File: src/rtl/program_loader.sv
// program_loader: streams words from a loader port into instruction / data
// memories, then hands control to the processor (start_signal) until it
// reports program end. Optional running XOR checksum of stored words is
// enabled by defining LOADER_CHECKSUM_EN; without it checksum is tied to 0.
module program_loader #(
    parameter int WORD_W  = 32,
    parameter int IADDR_W = 6,
    parameter int DADDR_W = 6
) (
    input  logic               clk,
    input  logic               reset,
    input  logic               in_valid,
    output logic               in_ready,
    input  logic [WORD_W-1:0]  in_data,
    input  logic               in_target,
    input  logic               load_done,
    input  logic               reload,
    input  logic               end_signal,
    output logic               imem_we,
    output logic [IADDR_W-1:0] imem_addr,
    output logic [WORD_W-1:0]  imem_wdata,
    output logic               dmem_we,
    output logic [DADDR_W-1:0] dmem_addr,
    output logic [WORD_W-1:0]  dmem_wdata,
    output logic               start_signal,
    output logic               halted,
    output logic               overflow,
    output logic [IADDR_W:0]   icount,
    output logic [DADDR_W:0]   dcount,
    output logic [WORD_W-1:0]  checksum
);

    typedef enum logic [1:0] {
        LOAD = 2'd0,
        RUN  = 2'd1,
        HALT = 2'd2
    } state_t;

    // Full-memory marks: a count equal to the depth means no free slot left.
    localparam logic [IADDR_W:0] IDEPTH = {1'b1, {IADDR_W{1'b0}}};
    localparam logic [DADDR_W:0] DDEPTH = {1'b1, {DADDR_W{1'b0}}};

    state_t state, next_state;

    logic accept;
    logic i_store, d_store;
    logic i_drop, d_drop;

    // Handshake and store/drop decisions; reload discards a coincident word.
    assign in_ready = (state == LOAD) && !reset;
    assign accept   = in_valid && in_ready && !reload;
    assign i_store  = accept && !in_target && (icount != IDEPTH);
    assign d_store  = accept &&  in_target && (dcount != DDEPTH);
    assign i_drop   = accept && !in_target && (icount == IDEPTH);
    assign d_drop   = accept &&  in_target && (dcount == DDEPTH);

    assign start_signal = (state == RUN);
    assign halted       = (state == HALT);

    // State register.
    always_ff @(posedge clk) begin
        if (reset) begin
            state <= LOAD;
        end else begin
            state <= next_state;
        end
    end

    // Next-state logic; a word stored alongside load_done counts toward the
    // non-empty program check, and reload overrides every other request.
    always_comb begin
        next_state = state;
        case (state)
            LOAD: begin
                if (load_done && ((icount != '0) || i_store)) begin
                    next_state = RUN;
                end
            end
            RUN: begin
                if (end_signal) begin
                    next_state = HALT;
                end
            end
            HALT: begin
                next_state = HALT;
            end
            default: begin
                next_state = LOAD;
            end
        endcase
        if (reload) begin
            next_state = LOAD;
        end
    end

    // Write stage: one-cycle strobes with address/data, counts and overflow.
    always_ff @(posedge clk) begin
        if (reset) begin
            imem_we    <= 1'b0;
            imem_addr  <= '0;
            imem_wdata <= '0;
            dmem_we    <= 1'b0;
            dmem_addr  <= '0;
            dmem_wdata <= '0;
            icount     <= '0;
            dcount     <= '0;
            overflow   <= 1'b0;
        end else begin
            imem_we <= i_store;
            dmem_we <= d_store;
            if (reload) begin
                icount   <= '0;
                dcount   <= '0;
                overflow <= 1'b0;
            end else begin
                if (i_store) begin
                    imem_addr  <= icount[IADDR_W-1:0];
                    imem_wdata <= in_data;
                    icount     <= icount + (IADDR_W+1)'(1);
                end
                if (d_store) begin
                    dmem_addr  <= dcount[DADDR_W-1:0];
                    dmem_wdata <= in_data;
                    dcount     <= dcount + (DADDR_W+1)'(1);
                end
                if (i_drop || d_drop) begin
                    overflow <= 1'b1;
                end
            end
        end
    end

`ifdef LOADER_CHECKSUM_EN
    // Running XOR of every stored word, updated with the count.
    always_ff @(posedge clk) begin
        if (reset || reload) begin
            checksum <= '0;
        end else if (i_store || d_store) begin
            checksum <= checksum ^ in_data;
        end
    end
`else
    assign checksum = '0;
`endif

endmodule

File: config.mk
export PLATFORM = sky130hd
export DESIGN_NAME = program_loader
export DESIGN_NICKNAME = d
export VERILOG_FILES = /design/src/rtl/program_loader.sv
export SDC_FILE = /design/constraint.sdc
export NUM_CORES = 1
export LEC_CHECK = 0
export ABC_AREA = 1
export CAP_MARGIN = 20
export CORE_UTILIZATION = 46
export CTS_CLUSTER_SIZE = 40
export DETAILED_ROUTE_END_ITERATION = 8
export PLACE_DENSITY = 0.94
export SKIP_CTS_REPAIR_TIMING = 1
export SYNTH_ARGS = -nofsm -noshare
export SYNTH_HDL_FRONTEND = slang
export SYNTH_SLANG_ARGS = --single-unit
export TNS_END_PERCENT = 100
File: constraint.sdc
create_clock -name clk -period 3.98 [get_ports clk]
set_input_delay 0.796 -clock clk [delete_from_list [all_inputs] [get_ports clk]]
set_output_delay 0.796 -clock clk [all_outputs]
set_load 0.03 [all_outputs]
==> impl_metrics.yaml <==
placement:
  gp_congestion: 0.826
  dp.cells: 717
  dp_hpwl_um: 7220
  io_buffers: 134
floorplan:
  die_h_um: 94.0
  io_pins: 167
  core_um2: 8220
  initial_core_util_pct: 47.4
  dieArea_um2: 8840
  num_rows: 33
  die_width_um: 94.0
sta:
  setup_viol: 0
  worst_clock_skew_ns: 0.0139
  fin_crit_ns: 3.11
  tightest_slew_ns: 0.817
  grt_setup_unrepaired: "no"
  setup_tns_ns: 0
  fmax_mhz: 322
  period_share_pct: 78.0
  relSlewSlack_pct: 45.4
  slew_violations: 0
  final_hold_viol_count: 0
cells_and_area:
  final_common_cell: "nor2_1"
  nFillCells: 707
  stdcell_count: 733
  drive_above_1_share_pct: 4.78
  fin_nets: 670
  most-common-layout-cells: "157 x nor2_1, 134 x clkdlybuf4s50_1, 95 x dfxtp_1"
  n_antenna_cell: 0
  syn2layout_area_growth_pct: 36.1
worst_setup_path:
  path_buf_inv: 2
  r2r-end: "dmem_addr[1]"
  crit_required_ns: 3.18
  cp.arrival_ns: 2.31
  reg2reg_slack_ns: 1.73
  cp-end-kind: "output pin"
  path_common_cell: "clkdlybuf4s50_1"
  reg2reg_depth: 10
  path_cells: "clkdlybuf4s50_1, nor2_1, clkdlybuf4s50_1"
  cp_slowest_stage_delay_ns: 0.69
  worstSetupPathType: "input pin to output pin"
  critPathTopFamily: "buffers and inverters"
  crit_path_max_fanout: 9
  cp_slowest_cell: "clkdlybuf4s50_1"
  cp.depth: 3
  crit_path_start_kind: "input pin"
  r2r_start: "state[0]"
clock_tree:
  path_clk_slew_ns: 0.09
  cts_root_buf: "clkbuf_8"
  h-tree-depth: 3
  cts_sinks: 95
  cts.path.max_buffers: 2
  clk_latency_ns: 0.34
  cts_tree: "done"
  numCtsBuffers: 9
power:
  power_density_nw_per_um2: 355
  leakagePower_nw: 2.05
  ir_worst_vdd_v: 0.000169
global_routing:
  use_met2_pct: 41.2
  busiest_layer: "met2"
  grt_pass1_vias: 3422
  grt_max_degree: 46
  met3_usage_pct: 4.85
  met1_usage_pct: 25.9
  grt_usage_pct: 22.9
  grt_pass1_wl_um: 15800
  grt_antenna_before_repair: 0
  grt_overflow_total: 0
synth:
  syn-mean-instance-area_um2: 7.78
  synth-seq-cells: 95
  yosysUniqueCellTypes: 28
  netlist_instances: 501
  synth_seq_area_share_pct: 48.8
  synth_area_um2: 3900
  yosys_warnings: 0
min_path:
  hold_path_class: "register to register"
  hold_start: "dmem_addr[3]"
  hold_path_end: "dmem_addr[3]"
  holdPathStages: 2
detailed_routing:
  routedWlPerCell_um: 13.5
  antenna_left: 0
  drt-total-wl_um: 9930
  drtPass1Iterations: 4
  drt_iter0_drc: 88
  vias: 3596
  routed_via_density: 4.91
  drc: 0
job:
  drv_cap: 0
status:
  outcome: "finished clean"
==> tightest hold or removal path: stages (launching register included) <==
cell     delay (ns)
dfxtp_1        0.32
nand2_1        0.06
a21oi_1        0.05
==> cell type report <==
type	count	area (um^2)	share of cell area, %
Clock buffer	12	155	2.93
Clock inverter	4	30.0	0.566
Inverter	20	78.8	1.49
Multi-Input combinational cell	360	1640	31.0
Sequential cell	95	1900	35.9
Tap cell	105	131	2.48
Timing Repair Buffer	137	1360	25.7
==> where the power goes <==
group | total [W] | switching [W] | internal, W | leakage [nW]
logic | 0.000304 | 0.000190 | 0.000114 | 1.19
clock network | 0.000587 | 0.000324 | 0.000263 | 0.0926
registers | 0.000994 | 0.0000158 | 0.000979 | 0.770
total | 0.00189 | 0.000530 | 0.00136 | 2.05
==> cell usage after synthesis <==
master / instances / share of area [%]
nand2_2: 3 / 0.48
o21bai_1: 1 / 0.19
conb_1: 1 / 0.096
buf_6: 3 / 0.87
inv_4: 1 / 0.16
nor2_1: 157 / 15
a21oi_1: 17 / 2.2
inv_1: 15 / 1.4
nor2_4: 1 / 0.29
xor2_1: 7 / 1.6
o21a_1: 1 / 0.19
o21ai_1: 46 / 5.9
clkbuf_1: 8 / 0.77
buf_2: 8 / 1.0
nand3_1: 1 / 0.13
nor3_1: 5 / 0.64
buf_4: 38 / 7.3
o21ai_0: 29 / 3.7
nor2_8: 1 / 0.51
a211oi_2: 1 / 0.32
nand3_2: 1 / 0.26
inv_2: 3 / 0.29
ha_1: 8 / 2.6
and3_1: 1 / 0.16
nand2_1: 45 / 4.3
nand4_1: 3 / 0.48
clkinv_2: 1 / 0.13
dfxtp_1: 95 / 49
==> state kept, by name, summed over array words and instances (netlist names) <==
signal	cells
dcount	7
dmem_addr	6
dmem_wdata	32
dmem_we	1
icount	7
imem_addr	6
imem_wdata	32
imem_we	1
overflow	1
state	2
==> logic make-up (layout without fill, tap and decap cells) <==
| family | count (synthesis) | in the layout | synth area share [%] |
|---|---|---|---|
| simple gates | 218 | 218 | 22.4 |
| compound gates | 95 | 95 | 12.5 |
| flops | 95 | 95 | 48.8 |
| buf+inv | 77 | 173 | 12.0 |
| fa+ha+maj | 8 | 8 | 2.57 |
| xor+xnor | 7 | 7 | 1.57 |
| other cells | 1 | 32 | 0.0962 |
==> metrics by stage <==
stage	setup slack (ns)	cell area (um^2)	hold slack, ns	total power, W	util, %
6_report	0.874	5300	0.481	0.00189	64.6
5_1_grt	0.817	5300	0.500	0.00196	64.6
4_1_cts	0.875	5300	0.486	0.00190	64.6
3_5_place_dp	0.779	5120	0.468	0.00132	62.3
3_3_place_gp	0.810	5120	0.460	0.00131	62.3
2_1_floorplan	1.84	4010	0.561	0.00123	-
==> how the worst max path moves through the flow <==
| stage | from | endpoint | slack [ns] |
|---|---|---|---|
| detailed placement | reset | dmem_addr[1] | 0.78 |
| finish | reset | in_ready | 0.87 |
| global route | reset | in_ready | 0.82 |
| CTS | reset | in_ready | 0.87 |
| global placement | reset | dmem_addr[1] | 0.81 |
| floorplan | reset | in_ready | 1.84 |
==> per-layer routing <==
metal | wire length [um] | up-vias | part of all wire, %
li1 | - | 1768 | -
met3 | 596 | 16 | 6.0
met2 | 5170 | 147 | 52
met1 | 4000 | 1665 | 40
met4 | 153 | 0 | 1.5
met5 | 0 | - | 0
Power figures use the tool's default switching activity.
